--- src/rtl/video_timing_gen.sv ---
`timescale 1ns/1ps
`default_nettype none
// ============================================================================
// Module   : video_timing_gen
// Purpose  : Raster timing generator with look-ahead pixel requests and a
//            selectable pixel formatter (RGB565, RGB888, colour bars, solid).
// Revision : 1.0 - initial release
// ============================================================================
module video_timing_gen #(
    parameter int H_SYNC   = 44,
    parameter int H_BACK   = 148,
    parameter int H_DISP   = 1920,
    parameter int H_FRONT  = 88,
    parameter int V_SYNC   = 5,
    parameter int V_BACK   = 36,
    parameter int V_DISP   = 1080,
    parameter int V_FRONT  = 4,
    parameter int REQ_LEAD = 1,
    parameter bit SYNC_POL = 1'b1
) (
    input  logic        pixel_clk,
    input  logic        sys_rst_n,
    input  logic [1:0]  fmt_sel,
    input  logic [23:0] pixel_in,
    input  logic [23:0] solid_rgb,
    output logic        data_req,
    output logic [10:0] pixel_xpos,
    output logic [10:0] pixel_ypos,
    output logic        video_hs,
    output logic        video_vs,
    output logic        video_de,
    output logic [23:0] video_rgb,
    output logic        frame_start
);

    localparam logic [12:0] c_h_total = 13'(H_SYNC + H_BACK + H_DISP + H_FRONT);
    localparam logic [12:0] c_v_total = 13'(V_SYNC + V_BACK + V_DISP + V_FRONT);
    localparam logic [12:0] c_h_sync  = 13'(H_SYNC);
    localparam logic [12:0] c_v_sync  = 13'(V_SYNC);
    localparam logic [12:0] c_h_act0  = 13'(H_SYNC + H_BACK);
    localparam logic [12:0] c_h_act1  = 13'(H_SYNC + H_BACK + H_DISP);
    localparam logic [12:0] c_v_act0  = 13'(V_SYNC + V_BACK);
    localparam logic [12:0] c_v_act1  = 13'(V_SYNC + V_BACK + V_DISP);
    localparam logic [12:0] c_lead    = 13'(REQ_LEAD);
    localparam bit          c_bars_ok = (H_DISP >= 8);
    localparam logic [12:0] c_bar_w   = 13'((H_DISP >= 8) ? (H_DISP / 8) : 1);

    logic [12:0] r_h_cnt;
    logic [12:0] r_v_cnt;
    logic [1:0]  r_mode;

    logic        w_h_wrap;
    logic        w_v_last;
    logic [12:0] w_h_nxt;
    logic [12:0] w_v_nxt;
    logic [12:0] w_v_inc;
    logic [12:0] w_hl_sum;
    logic [12:0] w_hl;
    logic [12:0] w_vl;
    logic        w_de_d;
    logic        w_req_d;
    logic [12:0] w_col;
    logic [12:0] w_bar_idx;
    logic [23:0] w_bar_rgb;
    logic [23:0] w_fmt_rgb;

    function automatic logic in_active(input logic [12:0] h, input logic [12:0] v);
        return (h >= c_h_act0) && (h < c_h_act1) && (v >= c_v_act0) && (v < c_v_act1);
    endfunction

    // The request position runs REQ_LEAD pixels ahead and may spill into the next line.
    always_comb begin
        w_h_wrap = (r_h_cnt == c_h_total - 13'd1);
        w_v_last = (r_v_cnt == c_v_total - 13'd1);
        w_v_inc  = w_v_last ? 13'd0 : r_v_cnt + 13'd1;
        w_h_nxt  = w_h_wrap ? 13'd0 : r_h_cnt + 13'd1;
        w_v_nxt  = w_h_wrap ? w_v_inc : r_v_cnt;
        w_hl_sum = r_h_cnt + c_lead;
        w_hl     = w_hl_sum;
        w_vl     = r_v_cnt;
        if (w_hl_sum >= c_h_total) begin
            w_hl = w_hl_sum - c_h_total;
            w_vl = w_v_inc;
        end
        w_de_d   = in_active(r_h_cnt, r_v_cnt);
        w_req_d  = in_active(w_hl, w_vl);
    end

    always_comb begin
        w_col     = r_h_cnt - c_h_act0;
        w_bar_idx = w_col / c_bar_w;
        w_bar_rgb = 24'h000000;
        if (c_bars_ok && (w_bar_idx < 13'd8)) begin
            case (3'(w_bar_idx))
                3'd0:    w_bar_rgb = 24'hFFFFFF;
                3'd1:    w_bar_rgb = 24'hFFFF00;
                3'd2:    w_bar_rgb = 24'h00FFFF;
                3'd3:    w_bar_rgb = 24'h00FF00;
                3'd4:    w_bar_rgb = 24'hFF00FF;
                3'd5:    w_bar_rgb = 24'hFF0000;
                3'd6:    w_bar_rgb = 24'h0000FF;
                default: w_bar_rgb = 24'h000000;
            endcase
        end
    end

    always_comb begin
        w_fmt_rgb = 24'h000000;
        case (r_mode)
            2'd0:    w_fmt_rgb = {pixel_in[15:11], 3'b000, pixel_in[10:5], 2'b00,
                                  pixel_in[4:0], 3'b000};
            2'd1:    w_fmt_rgb = pixel_in;
            2'd2:    w_fmt_rgb = w_bar_rgb;
            default: w_fmt_rgb = solid_rgb;
        endcase
    end

    always_ff @(posedge pixel_clk or negedge sys_rst_n) begin
        if (!sys_rst_n) begin
            r_h_cnt     <= '0;
            r_v_cnt     <= '0;
            r_mode      <= '0;
            data_req    <= 1'b0;
            pixel_xpos  <= '0;
            pixel_ypos  <= '0;
            video_hs    <= ~SYNC_POL;
            video_vs    <= ~SYNC_POL;
            video_de    <= 1'b0;
            video_rgb   <= '0;
            frame_start <= 1'b0;
        end else begin
            r_h_cnt     <= w_h_nxt;
            r_v_cnt     <= w_v_nxt;
            // Mode only changes on the frame boundary so a frame is never mixed.
            if ((r_h_cnt == 13'd0) && (r_v_cnt == 13'd0)) begin
                r_mode <= fmt_sel;
            end
            data_req    <= w_req_d;
            pixel_xpos  <= w_req_d ? 11'(w_hl - c_h_act0) : 11'd0;
            pixel_ypos  <= w_req_d ? 11'(w_vl - c_v_act0) : 11'd0;
            video_hs    <= (r_h_cnt < c_h_sync) ? SYNC_POL : ~SYNC_POL;
            video_vs    <= (r_v_cnt < c_v_sync) ? SYNC_POL : ~SYNC_POL;
            video_de    <= w_de_d;
            video_rgb   <= w_de_d ? w_fmt_rgb : 24'h000000;
            frame_start <= (r_h_cnt == 13'd0) && (r_v_cnt == 13'd0);
        end
    end

endmodule
`default_nettype wire

--- config.mk ---
export PLATFORM = sky130hd
export DESIGN_NAME = video_timing_gen
export DESIGN_NICKNAME = d
export VERILOG_FILES = /design/src/rtl/video_timing_gen.sv
export SDC_FILE = /design/constraint.sdc
export NUM_CORES = 1
export LEC_CHECK = 0
export BUFFER_PORTS_ARGS = -buffer_cell sky130_fd_sc_hd__buf_4
export CELL_PAD_IN_SITES_DETAIL_PLACEMENT = 2
export CELL_PAD_IN_SITES_GLOBAL_PLACEMENT = 2
export CORE_MARGIN = 5
export CORE_UTILIZATION = 30
export CTS_BUF_LIST = sky130_fd_sc_hd__clkbuf_8
export DETAILED_ROUTE_END_ITERATION = 8
export PLACE_DENSITY = 0.8
export SLEW_MARGIN = 20
export SYNTH_ARGS = -nofsm -noshare
export SYNTH_HDL_FRONTEND = slang
export SYNTH_SLANG_ARGS = --single-unit
--- constraint.sdc ---
create_clock -name pixel_clk -period 4.13 [get_ports pixel_clk]
set_clock_uncertainty 0.1 [all_clocks]
set_input_delay 0.6195 -clock pixel_clk [delete_from_list [all_inputs] [get_ports pixel_clk]]
set_output_delay 0.6195 -clock pixel_clk [all_outputs]
set_load 0.01 [all_outputs]
==> flow_summary.ini, run 1 <==
[status]
outcome = complete, but fails checks
violations = setup timing

[logic_synthesis]
synthFlopType = dfrtp_1
synth_top_family_by_area = simple AND/OR/NAND/NOR gates
async_reset_ff_frac = 1.00
synth-edff-count = 0
synthMuxAreaShare = 0.0181
yosysSeqAreaShare = 0.329
synth_area_per_cell_um2 = 8.29
synth_area_um2 = 6010
syn-num-nets = 790
synth_top_area_share = 0.329
syn_inst = 725
yosysUniqueCellTypes = 82
synthSimpleGateAreaFrac = 0.240
synth_area_leader_cell = dfrtp_1
synth_area_leaders = dfrtp_1 33%, xnor2_1 5.8%, nor2_1 5.2%
synth_xor_xnor_area_share = 0.0752
synth_compound_area_frac = 0.238
synthAdderAreaFrac = 0.0304
ys_warn_count = 0
synth-seq-cells = 79

[critical_path]
cpMostUsedCell = ha_2
cp_cell_sequence = ha_2 -> and3_4 -> xnor2_4 -> inv_2 -> ha_4 -> o211ai_4 -> a221o_1 -> o22ai_4 -> a21oi_4 -> o32a_1 -> inv_1 -> ha_2 -> nand4_1 -> o22ai_2 -> o211ai_1 -> a211o_2 -> buf_6 -> a21oi_2
cp_slowest_cell = o32a_1
cp_slowest_stage_delay_ns = 0.45
worst-path-max-fanout = 7
worstSetupPathType = flop to flop
crit_path_end_kind = flop
arrival_ns = 4.63
required_ns = 4.34
startpoint_type = flop

[global_routing]
antenna_found_initial = 0
grt_pass1_vias = 6820
grt_overflow_total = 0
grt_pass1_wl_mm = 39.8
grt_max_degree = 62
grt_use_total = 0.226

[sta]
max_slew_margin = 0.279
setup_ws_ns = -0.286
setup_viol = 23
final_max_slew_viol_count = 0
rsz0062_at_grt = true
worstMarginPinSlew_ns = 1.08
setup_tns_ns = -4.41
fin_crit_sh = 1.07
fin_crit_ns = 4.42
fmax_mhz = 226
hold_violations = 0

[detailed_routing]
via_count = 6476
via_per_inst = 5.77
wire_per_inst_um = 26.2
drtPass1Iterations = 5
drt_wl_total_mm = 29.4
ant_nets = 0
drcViolationCount = 0
drt_iter0_markers = 449

[flow_run]
maxCapViolations = 0

[finish]
diodes = 0
final_area_um2 = 7730
fin_nets = 918
areaGrowthSynthToFinish_pct = 28.7
final_layout_size_suffix_gt1_frac = 0.314

[clock_network]
insertion_delay_ns = 0.40
clkSlewWorstSetupHoldPaths_ns = 0.11
cts_hold_buffers = 0
cts_buffers = 9
cts_root_buf = clkbuf_8
clock_path_buffers = 2
h-tree-depth = 3
cts.sinks = 79
cts_tree = yes

[pwr]
combPwrFrac = 0.061
seq_power_share = 0.504
clkPwrFrac = 0.435
power.density_nw_per_um2 = 201
p_int_w = 0.00111
leakage_nw = 3.42
irDropWorstVdd_uv = 148
swShare = 0.288
power_switching_w = 0.000448

[die]
initial_utilization = 0.307
fp.dieH_um = 152
die_area_um2 = 23000
ioPinCount = 103
dieWidth_um = 152
rows = 51
placeableCoreArea_um2 = 19600

[worst_hold_path]
hold_class = primary input to asynchronous set/reset pin

[place]
io_buffers = 102
place_congestion = 0.808
dpl-instance-area_um2 = 7290
hpwl_mm = 19.5
==> critical path, delay by kind of cell (launching register included) <==
family | cells | cell delay (ns)
compound gates | 9 | 2.25
fa+ha+maj | 3 | 0.64
flops | 1 | 0.43
buf+inv | 3 | 0.38
simple gates | 2 | 0.37
xor+xnor | 1 | 0.13
==> cells in the final DEF, fill, tap and decap left out, types with 9 or more instances in the layout <==
cell type / synthesis / final
nand3_1: 23 / 22
nor3_1: 30 / 28
inv_1: 28 / 26
nor2_1: 84 / 79
dfrtp_1: 79 / 79
buf_4: 10 / 172
a21oi_1: 36 / 35
a211oi_1: 19 / 18
ha_1: 13 / 9
o21ai_0: 39 / 37
xnor2_1: 40 / 39
nand2_1: 61 / 61
clkbuf_8: 0 / 9
==> path summary, 6_finish.rpt <==
| check | start | end | slack [ns] | depth (start not counted) |
|---|---|---|---|---|
| hold reg to reg | r_v_cnt[12] | r_v_cnt[12] | 0.43 | 1 |
| max in group asynchronous | sys_rst_n | r_h_cnt[9] | 2.90 | 2 |
| setup / recovery | r_h_cnt[0] | pixel_xpos[3] | -0.29 | 18 |
| setup reg to reg | r_h_cnt[0] | pixel_xpos[3] | -0.29 | 18 |
| hold / removal | sys_rst_n | video_rgb[15] | 0.22 | 1 |
| min in group pixel_clk | fmt_sel[0] | r_mode[0] | 0.38 | 2 |
==> what timing repair did <==
| action | 4_1_cts | 5_1_grt |
|---|---|---|
| endpoints found under the setup margin | 22 | 31 |
| gates resized for setup | 6 | 31 |
| pin swaps | 4 | 17 |
| setup buffers | 3 | 9 |
==> metal layers <==
layer,wire length [µm],vias to the layer above,track usage
li1,-,2841,-
met1,11600,3365,0.276
met2,15400,189,0.408
met3,1110,81,0.0360
met4,1320,0,0.0719
met5,0,-,0
==> through the flow <==
stage	instances	utilization	hold WS [ns]	setup WS, ns	power [W]
detailed placement	1095	0.372	0.422	-0.122	0.000890
floorplan	725	-	0.224	0.0135	0.000823
CTS	1114	0.385	0.251	0.000485	0.00154
finish	1123	0.395	0.224	-0.286	0.00156
global placement	1095	0.372	0.418	0.163	0.000886
global route	1123	0.395	0.279	-0.364	0.00160
==> final cells by class <==
cell class                      instances  area [µm²]
Tap cell                              265         332
Clock inverter                          7        77.6
Clock buffer                            9         124
Fill cell                            2229       11900
Timing Repair Buffer                  176        1340
Inverter                               31         116
Multi-Input combinational cell        556        3770
Sequential cell                        79        1980
==> power groups by stage <==
stage	Clock, W	Combinational (W)	Sequential, W
2_1_floorplan	0	0.0000335	0.000790
3_5_place_dp	0	0.0000921	0.000798
4_1_cts	0.000663	0.0000934	0.000783
5_1_grt	0.000716	0.000103	0.000784
3_3_place_gp	0	0.0000883	0.000798
6_report	0.000677	0.0000948	0.000783
==> state kept, by name, summed over array words and instances, names as in the netlist <==
| signal | flops |
|---|---|
| r_v_cnt | 13 |
| r_mode | 2 |
| r_h_cnt | 13 |
| pixel_ypos | 11 |
| video_vs | 1 |
| frame_start | 1 |
| video_de | 1 |
| video_rgb | 24 |
| data_req | 1 |
| pixel_xpos | 11 |
| video_hs | 1 |
==> cells by family (layout without fill, tap and decap cells) <==
kind of cell,count (synthesis),after routing
xor gates and xnor gates,50,50
adders and majority gates,15,15
and+or+nand+nor,285,285
AOI/OAI and AO/OA,196,196
DFF,79,79
muxes,10,10
buffers and inverters,90,223
==> synth_stat cells, drive strengths merged (9+ instances only) <==
library cell   n
ha            13
nor4          10
nor2          92
dfrtp         79
o22ai          9
a211oi        21
clkbuf        26
xor2           9
nand2         61
and3          10
o211ai         9
a21oi         40
buf           33
nor3          30
nand3         25
inv           30
o21ai         43
xnor2         40
Power figures use the tool's default switching activity.
==> run 2: changes to the inputs <==
Settings changed: SETUP_SLACK_MARGIN set to 0.15.
==> flow_summary.ini, run 2 (same netlist as run 1, synthesis figures left out) <==
[sta]
max_slew_margin = 0.309
worstMarginPinSlew_ns = 1.03
fin_crit_sh = 0.976
fin_crit_ns = 4.03
hold_violations = 0
final_max_slew_viol_count = 0
setup_tns_ns = 0
rsz0062_at_grt = true
fmax_mhz = 248
setup_viol = 0
hold-worst-slack_ns = 0.182

[die]
fp.dieH_um = 152
rows = 51
initial_utilization = 0.307
dieWidth_um = 152
ioPinCount = 103
placeableCoreArea_um2 = 19600
die_area_um2 = 23000

[critical_path]
worstSetupStartpoint = r_h_cnt[0]
required_ns = 4.33
crit_path_end_kind = flop
startpoint_type = flop
cp_slowest_cell = dfrtp_1
arrival_ns = 4.23
worst-path-max-fanout = 7
cp_cell_sequence = ha_4 -> and3_4 -> xnor2_4 -> inv_2 -> ha_4 -> o211ai_2 -> a221o_1 -> o22ai_4 -> a21oi_4 -> o32a_1 -> o21ai_0 -> o211ai_1 -> a211o_2 -> buf_6 -> a211oi_2
worstSetupPathType = flop to flop
crit_buf_inv = 2
cpMostUsedCell = ha_4
reg2reg_from = r_h_cnt[0]
critical_path.top_delay_family = compound AO/OA/AOI/OAI gates
cp_slowest_stage_delay_ns = 0.43

[finish]
areaGrowthSynthToFinish_pct = 28.4
diodes = 0
largest_reg_flops = 24
final_common_cell = buf_4
final_layout_size_suffix_gt1_frac = 0.309
fin_nets = 907
layout_common_cells = 159 x buf_4, 82 x nor2_1, 77 x dfrtp_1, 61 x nand2_1, 39 x o21ai_0
regMostFlops = video_rgb
largestRegisters = video_rgb: 24 flops, r_h_cnt: 13 flops, r_v_cnt: 13 flops

[detailed_routing]
drt_iter0_markers = 331
drcViolationCount = 0
via_count = 6242
wire_per_inst_um = 24.4
drt_wl_total_mm = 27.1
ant_nets = 0
via_per_inst = 5.61
drtPass1Iterations = 5

[place]
place_congestion = 0.850
hpwl_mm = 18.6
io_buffers = 102

[global_routing]
antenna_found_initial = 0
grt_max_degree = 80
grt_use_total = 0.223
grt_pass1_wl_mm = 39.3
grt_pass1_vias = 6782
grt_overflow_total = 0

[flow_run]
maxCapViolations = 0

[pwr]
leakage_nw = 3.40
power.density_nw_per_um2 = 199
irDropWorstVdd_uv = 119

[clock_network]
h-tree-depth = 3
cts_buffers = 9
cts_root_buf = clkbuf_8
insertion_delay_ns = 0.39
cts.sinks = 79
cts_hold_buffers = 0
cts_tree = yes
clock_path_buffers = 2
clkSlewWorstSetupHoldPaths_ns = 0.10

[worst_hold_path]
hold_class = primary input to asynchronous set/reset pin

[status]
outcome = finished clean
run 2: area by class of cell:
cell class / instances / area, µm²
Clock buffer: 9 / 124
Clock inverter: 7 / 85.1
Fill cell: 2196 / 11900
Inverter: 31 / 116
Multi-Input combinational cell: 556 / 3800
Sequential cell: 79 / 1980
Tap cell: 265 / 332
Timing Repair Buffer: 165 / 1280
run 2: worst reg2reg max path, cell delays in order (launching register included):
cell and delay (ns):
dfrtp_1 0.43, ha_4 0.18, and3_4 0.20, xnor2_4 0.13, inv_2 0.10, ha_4 0.19
o211ai_2 0.11, a221o_1 0.41, o22ai_4 0.21, a21oi_4 0.12, o32a_1 0.42, o21ai_0 0.42
o211ai_1 0.19, a211o_2 0.38, buf_6 0.17, a211oi_2 0.17
run 2: path summary, 6_finish.rpt:
kind                       slack, ns            end  cells past startpoint
hold / removal                  0.18  video_rgb[14]                      1
hold reg to reg                 0.45    r_v_cnt[12]                      1
min in group pixel_clk          0.37      r_mode[1]                      2
setup / recovery                0.10  pixel_xpos[4]                     15
max in group asynchronous       3.21    r_h_cnt[10]                      1
setup reg to reg                0.10  pixel_xpos[4]                     15
run 2: metrics by stage:
stage               cells  instance area (µm²)  utilization  total power (W)  setup WS [ns]
global route         1112                 7720        0.394          0.00160        -0.0340
finish               1112                 7720        0.394          0.00153          0.100
detailed placement   1080                 7230        0.369         0.000889         0.0134
CTS                  1106                 7530        0.384          0.00155          0.151
floorplan             725                 6060            -         0.000823          0.196
global placement     1080                 7230        0.369         0.000885          0.222
run 2: repair_timing:
action / 4_1_cts / 5_1_grt
setup endpoints to repair: 23 / 31
cloned: 1 / 0
buffers inserted: 9 / 6
pin swaps: 12 / 9
gates resized for setup: 7 / 27
run 2: report_power, final:
part | internal (W) | switching [W]
logic | 0.0000469 | 0.0000467
clock network | 0.000294 | 0.000365
registers | 0.000774 | 0.00000934
total | 0.00111 | 0.000421
run 2: metal layers:
layer	GRT usage	up-vias	part of all wire
li1	-	2833	-
met1	0.271	3225	0.40
met2	0.393	129	0.54
met3	0.0366	55	0.038
met4	0.0898	0	0.028
met5	0	-	0
==> run 3: changes to the inputs <==
Settings changed: PLACE_DENSITY 0.8 to 0.77.
Clock period 4.13 ns to 4.7 ns, I/O delays scaled along.
==> flow_summary.ini, run 3 (same netlist as run 1, synthesis figures left out) <==
[place]
hpwl_mm = 18.4
post-place-ws_ns = 0.0548
place_congestion = 0.855
place_inst = 1057
io_buffers = 102

[critical_path]
worst-path-max-fanout = 23
arrival_ns = 4.62
cp_cell_sequence = ha_1 -> and3_1 -> xnor2_1 -> inv_1 -> ha_4 -> o211ai_2 -> a221oi_1 -> a2bb2oi_2 -> o21ai_2 -> a41oi_1 -> o22ai_1 -> o211ai_1 -> a211o_1 -> buf_6 -> a211oi_2
required_ns = 4.90
startpoint_type = flop
crit_buf_inv = 2
cp_slowest_stage_delay_ns = 0.60
crit_path_end_kind = flop
worstSetupStartpoint = r_h_cnt[0]
critical_path.top_delay_family = compound AO/OA/AOI/OAI gates
reg2reg_slack_ns = 0.28
cp_slowest_cell = o21ai_2
reg2reg_from = r_h_cnt[0]
worstSetupPathType = flop to flop

[finish]
fin_nets = 872
layout_common_cells = 128 x buf_4, 84 x nor2_1, 77 x dfrtp_1, 61 x nand2_1
regMostFlops = video_rgb
final_common_cell = buf_4
areaGrowthSynthToFinish_pct = 21.9
stdcell_count = 1077
largestRegisters = video_rgb: 24 flops, r_h_cnt: 13 flops, r_v_cnt: 13 flops
diodes = 0
largest_reg_flops = 24
final_layout_size_suffix_gt1_frac = 0.256

[detailed_routing]
drtPass1Iterations = 4
ant_nets = 0
drcViolationCount = 0
wire_per_inst_um = 22.9
via_per_inst = 5.60
drt_iter0_markers = 258
via_count = 6029
drt_wl_total_mm = 24.7

[sta]
final_max_slew_viol_count = 0
hold_violations = 0
fin_crit_ns = 4.42
setup_tns_ns = 0
fmax_mhz = 226
rsz0062_at_grt = false
fin_crit_sh = 0.940
worstMarginPinSlew_ns = 1.06
max_slew_margin = 0.294
setup_viol = 0
setup_ws_ns = 0.284

[global_routing]
antenna_found_initial = 1
grt_pass1_vias = 6690
grt_use_total = 0.212
grt_overflow_total = 0
grt_pass1_wl_mm = 38.1
grt_max_degree = 80

[clock_network]
clkSlewWorstSetupHoldPaths_ns = 0.09
cts_tree = yes
cts.sinks = 79
cts_buffers = 9
insertion_delay_ns = 0.38
cts_root_buf = clkbuf_8
h-tree-depth = 3
clock_path_buffers = 2

[pwr]
power.density_nw_per_um2 = 188
irDropWorstVdd_uv = 114
leakage_nw = 3.20

[worst_hold_path]
hold_class = primary input to asynchronous set/reset pin

[die]
rows = 51
ioPinCount = 103
die_area_um2 = 23000
dieWidth_um = 152
fp.dieH_um = 152
initial_utilization = 0.307
placeableCoreArea_um2 = 19600

[flow_run]
maxCapViolations = 0

[status]
outcome = finished clean
[run 3: layer usage]
| metal | GRT usage | wire length (µm) | part of all wire | vias to the layer above |
|---|---|---|---|---|
| met4 | 0.0647 | 575 | 0.023 | 0 |
| li1 | - | - | - | 2762 |
| met3 | 0.0381 | 741 | 0.030 | 43 |
| met2 | 0.387 | 13200 | 0.53 | 100 |
| met5 | 0 | 0 | 0 | - |
| met1 | 0.254 | 10200 | 0.41 | 3124 |
[run 3: path summary, 6_finish.rpt]
check	depth (start not counted)	to
setup / recovery	15	pixel_xpos[4]
hold / removal	1	video_de
setup reg to reg	15	pixel_xpos[4]
hold reg to reg	1	r_v_cnt[12]
max in group asynchronous	1	r_h_cnt[2]
min in group pixel_clk	1	r_v_cnt[12]
[run 3: cell type report]
type | instances | area (µm²)
Timing Repair Buffer | 130 | 983
Clock buffer | 9 | 124
Sequential cell | 79 | 1980
Inverter | 31 | 116
Clock inverter | 7 | 104
Tap cell | 265 | 332
Multi-Input combinational cell | 556 | 3690
Fill cell | 2248 | 12300
[run 3: power by group]
group	leakage [nW]	total, W	switching, W	internal, W
logic	2.02	0.0000804	0.0000392	0.0000412
registers	1.08	0.000688	0.00000823	0.000680
clock network	0.108	0.000606	0.000299	0.000307
[run 3: what timing repair did]
action                     in CTS  in global routing
setup buffers                   1                  3
hold buffers                    0                  0
pin swaps                       1                  1
hold endpoints to repair        0                  0
setup endpoints to repair      23                 31
resized for setup               2                 12
[run 3: per-stage QoR]
step / utilization / total power, W / instance area [µm²] / hold slack (ns)
after CTS: 0.370 / 0.00139 / 7240 / 0.423
after floorplan: - / 0.000723 / 6010 / 0.309
after global routing: 0.374 / 0.00142 / 7330 / 0.315
final: 0.374 / 0.00137 / 7330 / 0.271
after global placement: 0.357 / 0.000777 / 6990 / 0.400
after detailed placement: 0.357 / 0.000781 / 6990 / 0.405
